`src/rtl/shift_reg_pkg.sv`:
```
// Definitions shared by the serial shift-link blocks (SIPO receiver and PISO shifter):
// the output-state encoding and the width helper used for bit counters.
package shift_reg_pkg;

  typedef enum logic {
    ST_EMPTY = 1'b0,
    ST_FULL  = 1'b1
  } out_state_e;

  // Ceiling log2 with a floor of 1, so a 2-bit word still gets a 1-bit counter.
  function automatic int clog2(input int unsigned value);
    int unsigned w;
    w = 32'd1;
    while ((32'd1 << w) < value) begin
      w = w + 32'd1;
    end
    return int'(w);
  endfunction

endpackage

```
`src/rtl/sipo_shift_core.sv`:
```
// Shift register and bit counter of the deserializer: frames incoming bits, applies
// sync restarts and bit order, and flags the cycle in which a word completes.
module sipo_shift_core
  import shift_reg_pkg::*;
#(
  parameter int N         = 4,
  parameter bit MSB_FIRST = 1'b1,
  parameter int CW        = clog2(N)
) (
  input  logic          clk,
  input  logic          reset,
  input  logic          i_si,
  input  logic          i_shift_en,
  input  logic          i_sync,
  output logic          o_word_done,
  output logic [N-1:0]  o_word,
  output logic [CW-1:0] o_cnt
);

  localparam logic [CW-1:0] LAST_CNT = CW'(N - 1);

  logic [N-1:0]  r_sr;
  logic [CW-1:0] r_cnt;
  logic [N-1:0]  w_sr_base;
  logic [N-1:0]  w_sr_next;
  logic [CW-1:0] w_cnt_base;
  logic [CW-1:0] w_cnt_next;
  logic          w_done;

  // Next shift/count state; sync clears the frame first so a same-cycle bit starts a new one.
  always_comb begin
    w_sr_base  = r_sr;
    w_cnt_base = r_cnt;
    w_sr_next  = r_sr;
    w_cnt_next = r_cnt;
    w_done     = 1'b0;
    if (i_sync) begin
      w_sr_base  = '0;
      w_cnt_base = '0;
    end else begin
      w_sr_base  = r_sr;
      w_cnt_base = r_cnt;
    end
    if (i_shift_en) begin
      if (MSB_FIRST) begin
        w_sr_next = {w_sr_base[N-2:0], i_si};
      end else begin
        w_sr_next = {i_si, w_sr_base[N-1:1]};
      end
      if (w_cnt_base == LAST_CNT) begin
        w_done     = 1'b1;
        w_cnt_next = '0;
      end else begin
        w_done     = 1'b0;
        w_cnt_next = w_cnt_base + CW'(1);
      end
    end else begin
      w_sr_next  = w_sr_base;
      w_cnt_next = w_cnt_base;
      w_done     = 1'b0;
    end
  end

  // Shift register and bit counter state.
  always_ff @(posedge clk or posedge reset) begin
    if (reset) begin
      r_sr  <= '0;
      r_cnt <= '0;
    end else begin
      r_sr  <= w_sr_next;
      r_cnt <= w_cnt_next;
    end
  end

  assign o_word_done = w_done;
  assign o_word      = w_sr_next;
  assign o_cnt       = r_cnt;

endmodule

```
`src/rtl/sipo_deserializer.sv`:
```
// Serial-in, parallel-out receiver: reassembles N-bit words and hands them to a
// parallel consumer over valid/ready, with a sticky overrun flag for dropped words.
module sipo_deserializer
  import shift_reg_pkg::*;
#(
  parameter int N         = 4,
  parameter bit MSB_FIRST = 1'b1
) (
  input  logic                  clk,
  input  logic                  reset,
  input  logic                  SI,
  input  logic                  shift_en,
  input  logic                  sync,
  output logic [N-1:0]          P,
  output logic                  valid,
  input  logic                  ready,
  output logic                  overrun,
  input  logic                  clr_ovr,
  output logic [clog2(N)-1:0]   bit_cnt
);

  localparam int CW = clog2(N);

  out_state_e    r_state;
  out_state_e    w_state_next;
  logic [N-1:0]  r_p;
  logic [N-1:0]  w_p_next;
  logic          r_ovr;
  logic          w_ovr_next;
  logic          w_word_done;
  logic [N-1:0]  w_word;
  logic [CW-1:0] w_cnt;
  logic          w_accept;
  logic          w_drop;

  sipo_shift_core #(
    .N         (N),
    .MSB_FIRST (MSB_FIRST),
    .CW        (CW)
  ) u_core (
    .clk         (clk),
    .reset       (reset),
    .i_si        (SI),
    .i_shift_en  (shift_en),
    .i_sync      (sync),
    .o_word_done (w_word_done),
    .o_word      (w_word),
    .o_cnt       (w_cnt)
  );

  assign w_accept = (r_state == ST_FULL) && ready;

  // Output-state transitions, word delivery and overrun; a drop wins over a clear.
  always_comb begin
    w_state_next = r_state;
    w_p_next     = r_p;
    w_drop       = 1'b0;
    w_ovr_next   = r_ovr;
    case (r_state)
      ST_EMPTY: begin
        if (w_word_done) begin
          w_state_next = ST_FULL;
          w_p_next     = w_word;
        end else begin
          w_state_next = ST_EMPTY;
        end
      end
      ST_FULL: begin
        if (w_word_done) begin
          w_state_next = ST_FULL;
          if (w_accept) begin
            w_p_next = w_word;
          end else begin
            w_drop = 1'b1;
          end
        end else if (w_accept) begin
          w_state_next = ST_EMPTY;
        end else begin
          w_state_next = ST_FULL;
        end
      end
      default: begin
        w_state_next = ST_EMPTY;
      end
    endcase
    if (w_drop) begin
      w_ovr_next = 1'b1;
    end else if (clr_ovr) begin
      w_ovr_next = 1'b0;
    end else begin
      w_ovr_next = r_ovr;
    end
  end

  // Output state, held word and sticky overrun.
  always_ff @(posedge clk or posedge reset) begin
    if (reset) begin
      r_state <= ST_EMPTY;
      r_p     <= '0;
      r_ovr   <= 1'b0;
    end else begin
      r_state <= w_state_next;
      r_p     <= w_p_next;
      r_ovr   <= w_ovr_next;
    end
  end

  assign P       = r_p;
  assign valid   = (r_state == ST_FULL);
  assign overrun = r_ovr;
  assign bit_cnt = w_cnt;

endmodule

```
`config.mk`:
```
export PLATFORM = sky130hd
export DESIGN_NAME = sipo_deserializer
export DESIGN_NICKNAME = d
export VERILOG_FILES = /design/src/rtl/shift_reg_pkg.sv /design/src/rtl/sipo_shift_core.sv /design/src/rtl/sipo_deserializer.sv
export SDC_FILE = /design/constraint.sdc
export NUM_CORES = 1
export LEC_CHECK = 0
export CAP_MARGIN = 20
export CORE_AREA = 2 2 39 41
export DETAILED_ROUTE_END_ITERATION = 10
export DIE_AREA = 0 0 41 43
export PLACE_DENSITY = 0.66
export SLEW_MARGIN = 20
export SYNTH_ARGS = -nofsm -noshare
export SYNTH_HDL_FRONTEND = slang
export SYNTH_SLANG_ARGS = --single-unit
```
`constraint.sdc`:
```
create_clock -name clk -period 1.4 [get_ports clk]
set_clock_uncertainty 0.1 [all_clocks]
set_input_delay 0.14 -clock clk [delete_from_list [all_inputs] [get_ports clk]]
set_output_delay 0.14 -clock clk [all_outputs]
set_load 0.02 [all_outputs]
```
==> results of run 1 <==
==> metrics by stage <==
stage / cell area [um2] / power [W] / TNS [ns] / util / hold WS, ns
after detailed placement: 706.9 / 0.0005636 / -1.843 / 0.5109 / 0.3803
final: 744.5 / 0.0007546 / -0.1809 / 0.5380 / 0.07922
after floorplan: 513.0 / 0.0004664 / -0.3047 / - / -0.1077
after global routing: 744.5 / 0.0007988 / -0.3841 / 0.5380 / 0.1380
after CTS: 733.2 / 0.0007622 / -0.1937 / 0.5298 / 0.09785
after global placement: 706.9 / 0.0005613 / -1.619 / 0.5109 / 0.3603
==> metal layers <==
metal	routed length, um	up-vias	GRT usage	share of wire
met3	55	0	0.03141	0.064
met4	0	0	0.08000	0
met2	461	9	0.1938	0.53
li1	-	166	-	-
met1	348	158	0.1371	0.40
met5	0	-	0	0
==> what timing repair did <==
action,4_1_cts,5_1_grt
gates resized for setup,10,3
endpoints found under the setup margin,12,4
pin swaps,0,1
setup buffers,1,0
==> cell type report <==
class | count | share of cell area
multi-input cells | 22 | 0.3109
clock buffers | 4 | 0.03529
inverters | 2 | 0.01008
flip-flops and latches | 11 | 0.3731
repair buffers | 21 | 0.2437
well taps | 16 | 0.02689
==> worst paths after layout <==
kind,to,slack [ns],cells past startpoint
max in group asynchronous,u_core.o_cnt[0],0.80,2
setup reg to reg,P[0],-0.05,5
min in group clk,overrun,0.35,2
setup / recovery,P[0],-0.05,5
hold reg to reg,P[1],0.41,1
hold / removal,valid,0.08,2
==> registers in the layout, summed over array words and instances (netlist names) <==
register,cells
P,4
overrun,1
u_core.o_cnt,2
u_core.r_sr,3
valid,1
==> kinds of logic after synthesis <==
| kind of cell | count (synthesis) | synth area share |
|---|---|---|
| AO/OA/AOI/OAI | 1 | 0.01296 |
| XOR/XNOR | 1 | 0.01814 |
| adder cells (fa/ha/maj) | 1 | 0.02590 |
| buffers and inverters | 3 | 0.03886 |
| flip-flops | 11 | 0.5699 |
| multiplexers | 8 | 0.1813 |
| AND/OR/NAND/NOR | 11 | 0.1528 |
==> critical path, cell delays in order, from the launching register on <==
cell,delay [ns]
dfrtp_2,0.35
nor2b_4,0.17
ha_4,0.15
nand2_4,0.05
nor2b_4,0.19
mux2_4,0.32
==> synthesized netlist by cell type <==
library cell and count:
buf_6 1, xor2_1 1, nor2b_4 1, nor2_1 2, inv_1 2, nand2_4 1
o22ai_1 1, nor2b_1 5, dfrtp_1 11, ha_1 1, mux2_2 6, nand2b_1 1
nand2_1 1, mux2i_1 2
==> power breakdown <==
group,leakage [nW],internal [W],switching [W],total [W]
clock network,0.0150,0.000110,0.0000989,0.000209
registers,0.145,0.000349,0.0000146,0.000364
logic,0.234,0.000100,0.0000818,0.000182
total,0.393,0.000559,0.000195,0.000755
==> results.json, run 1 <==
{
  "status": "finished with violations",
  "violations": "setup timing",
  "start_kind": "flop",
  "vias_per_cell": 4.382,
  "critical_path.startpoint": "u_core.o_cnt[0]",
  "final_cell_mix": "9 x dfrtp_1, 9 x dlygate4sd2_1, 7 x buf_4",
  "root_buffer": "clkbuf_4",
  "netlist.top_cell.by_area": "dfrtp_1",
  "synthTopCellsByArea": "dfrtp_1 57%, mux2_2 14%, nor2b_1 6.5%",
  "grt_util_all_layers": 0.1230,
  "reg2reg_from": "u_core.o_cnt[0]",
  "critPathMaxFanout": 4,
  "hold_class": "input port to asynchronous set/reset pin",
  "grt_pass1_wl_um": 1386,
  "end_kind": "flop",
  "core_um2": 1384,
  "syn_area_um2": 483.0,
  "tritoncts": "built",
  "seq_area_frac_synth": 0.5699,
  "relSlewSlack": 0.7204,
  "syn_nets": 44,
  "die_w_um": 41,
  "fill_cells": 132,
  "die_h_um": 43,
  "critical_path_class": "flop to flop",
  "netlist.area_leader.share": 0.5699,
  "ir_worst_vdd_v": 0.0004772,
  "numCtsBuffers": 3,
  "clk_latency_ns": 0.26,
  "grt_pass1_vias": 348,
  "initial_utilization": 0.3490,
  "gp_congestion": 0.6803,
  "synthToLayoutAreaGrowth_pct": 54.15,
  "h-tree-depth": 1,
  "fin_ws_ns": -0.04678,
  "yosys_register_bits": 11,
  "cts.sinks": 11,
  "dp_hpwl_um": 687.6,
  "io_pins": 15,
  "stdcell_count": 76,
  "grt_max_degree": 12,
  "worstMarginPinSlew_ns": 0.4190,
  "max_freq_mhz": 691.2,
  "clkTransAtPathRegs_ns": 0.07,
  "nets": 69,
  "pre_cts_ws_ns": -0.3859,
  "finalCritPeriodShare": 1.033,
  "cts_hold_buffers": 0,
  "synth.avg_cell_area_um2": 13.42,
  "antenna_found_initial": 0,
  "ant_nets": 0,
  "rsz0062_at_grt": "true",
  "drt_wl_total_um": 865,
  "finalSetupViolations": 4,
  "grt.overflow.total": 0,
  "wl_per_cell_um": 11.38,
  "syn_inst": 36,
  "multi_input_area_um2": 231.5,
  "rows": 14,
  "fin_crit_ns": 1.447,
  "detailroute.via_count": 333,
  "required_ns": 1.45,
  "clk_path_buf_depth": 2,
  "dp_cells": 71,
  "leakagePower_nw": 0.3931,
  "drt_iter0_drc": 0,
  "area.sequential_um2": 277.8,
  "ys_types": 14,
  "io_buffer_count": 14,
  "final-max-slew-violation-count": 0,
  "first_pass_iters": 1,
  "drive_gt1_frac": 0.3833,
  "dieArea_um2": 1763,
  "power_density_nw_per_um2": 1014,
  "drc_errors": 0,
  "drv_cap": 0,
  "arrival_ns": 1.49,
  "hold_violations": 0,
  "synth-warning-count": 0,
  "diodes": 0
}
No activity file was read; power rests on OpenSTA's default activity.
==> run 2, diff against run 1 <==
--- a/config.mk
+++ b/config.mk
@@ -9,7 +9,8 @@
 export CORE_AREA = 2 2 39 41
 export DETAILED_ROUTE_END_ITERATION = 10
 export DIE_AREA = 0 0 41 43
-export PLACE_DENSITY = 0.66
+export PLACE_DENSITY = 0.64
+export SKIP_CTS_REPAIR_TIMING = 1
 export SLEW_MARGIN = 20
 export SYNTH_ARGS = -nofsm -noshare
 export SYNTH_HDL_FRONTEND = slang
==> constraint.sdc (replaced) <==
create_clock -name clk -period 1.6 [get_ports clk]
set_clock_uncertainty 0.1 [all_clocks]
set_input_delay 0.16 -clock clk [delete_from_list [all_inputs] [get_ports clk]]
set_output_delay 0.16 -clock clk [all_outputs]
set_load 0.02 [all_outputs]
==> run 2 against run 1 <==
  * The flow now finishes without violations
  * Critical path depth increased by 1
  * Core utilization decreased by 3.5 points
  * Sequential power decreased by 13%
  * Highest routed layer unchanged
  * Die area unchanged
  * Cell count decreased by 3.9%
==> results.json, run 2 (synthesis gave the netlist of run 1 again) <==
{
  "first_pass_iters": 1,
  "stdcell_area_um2": 695.7,
  "grt_pass1_wl_um": 1380,
  "combPwrFrac": 0.231,
  "clk_latency_ns": 0.26,
  "wl_per_cell_um": 11.38,
  "fin_ws_ns": 0.05183,
  "critical_path_class": "input port to flop",
  "io_pins": 15,
  "finalCritPeriodShare": 0.9676,
  "tritoncts": "built",
  "grt_pass1_vias": 334,
  "pre_cts_ws_ns": -0.1949,
  "status": "complete, no violations",
  "die_w_um": 41,
  "final-max-slew-violation-count": 0,
  "met1_length_um": 362,
  "whs_ns": 0.09485,
  "leakagePower_nw": 0.3372,
  "end_kind": "flop",
  "finalSetupViolations": 0,
  "power_density_nw_per_um2": 945.5,
  "fin_crit_ns": 1.548,
  "root_buffer": "clkbuf_4",
  "p_sw_w": 0.0001713,
  "nets": 66,
  "ant_nets": 0,
  "die_h_um": 43,
  "gp_congestion": 0.7095,
  "rows": 14,
  "drt_wl_total_um": 831,
  "critPathMaxFanout": 4,
  "arrival_ns": 1.60,
  "fin_setup_tns_ns": 0,
  "top_layer_used": "met3",
  "start_kind": "input port",
  "clock_power_share": 0.288,
  "wl_met3_um": 48,
  "cts.sinks": 11,
  "p_sw_frac": 0.2605,
  "dieArea_um2": 1763,
  "grt.overflow.total": 0,
  "hold_violations": 0,
  "relSlewSlack": 0.7106,
  "met2_length_um": 420,
  "vias_per_cell": 4.315,
  "stdcell_count": 73,
  "p_int_w": 0.0004864,
  "rsz0062_at_grt": "false",
  "io_buffer_count": 14,
  "grt_max_degree": 12,
  "sequentialPowerShare": 0.480,
  "dp_hpwl_um": 620,
  "h-tree-depth": 1,
  "numCtsBuffers": 3,
  "synthToLayoutAreaGrowth_pct": 44.04,
  "initial_utilization": 0.3490,
  "detailroute.via_count": 315,
  "antenna_found_initial": 0,
  "hold_class": "input port to asynchronous set/reset pin",
  "grt_util_all_layers": 0.1163,
  "final_cell_mix": "14 x clkdlybuf4s50_1, 11 x dfrtp_1, 6 x mux2_2",
  "drv_cap": 0,
  "fill_cells": 143,
  "drc_errors": 0,
  "post_dp_cell_area_um2": 664.4,
  "largest_register_ffs": 4,
  "required_ns": 1.65,
  "max_freq_mhz": 645.9,
  "dp_cells": 69,
  "final_common_cell": "clkdlybuf4s50_1",
  "diodes": 0,
  "ir_worst_vdd_v": 0.0005104,
  "core_um2": 1384,
  "clk_path_buf_depth": 2,
  "drive_gt1_frac": 0.3158,
  "drt_iter0_drc": 0,
  "clkTransAtPathRegs_ns": 0.07,
  "worstMarginPinSlew_ns": 0.4337
}
==> run 2: power by group through the flow <==
| stage | clock network (W) | registers, W | logic [W] |
|---|---|---|---|
| finish | 0.000190 | 0.000316 | 0.000152 |
| global route | 0.000200 | 0.000320 | 0.000162 |
| CTS | 0.000194 | 0.000317 | 0.000153 |
| detailed placement | 0 | 0.000322 | 0.000151 |
| global placement | 0 | 0.000322 | 0.000151 |
| floorplan | 0 | 0.000350 | 0.0000476 |
==> run 2: layout make-up <==
type	instances	area, um2	share of cell area
inverter	2	7.507	0.01079
multi-input combinational	22	196.4	0.2824
sequential	11	275.3	0.3957
tap	16	20.02	0.02878
clock buffer	4	26.28	0.03777
timing repair buffer	18	170.2	0.2446
==> run 2: worst max-delay path: stages <==
cell	delay (ns)
clkdlybuf4s50_1	0.46
nor2b_2	0.18
ha_2	0.22
nand2_4	0.06
nor2b_4	0.17
mux2_2	0.35
==> run 2: path summary, 6_finish.rpt <==
check / cells past startpoint / start / slack (ns) / endpoint
worst max-delay path: 6 / sync / 0.05 / P[0]
worst min-delay path: 2 / reset / 0.09 / P[2]
worst max register to register: 5 / u_core.o_cnt[0] / 0.07 / P[0]
worst min register to register: 1 / P[3] / 0.41 / P[3]
max in group asynchronous: 2 / reset / 1.00 / P[0]
min in group clk: 2 / clr_ovr / 0.38 / overrun
==> run 2: layer usage <==
layer,track usage,up-vias
met3,0.03141,0
met5,0,-
li1,-,159
met2,0.1688,9
met4,0.04000,0
met1,0.1627,147
==> run 2: through the flow <==
| step | util | power (W) |
|---|---|---|
| after floorplan | - | 0.0003973 |
| after global placement | 0.4801 | 0.0004725 |
| after detailed placement | 0.4801 | 0.0004733 |
| after CTS | 0.4991 | 0.0006635 |
| after global routing | 0.5027 | 0.0006822 |
| final | 0.5027 | 0.0006577 |
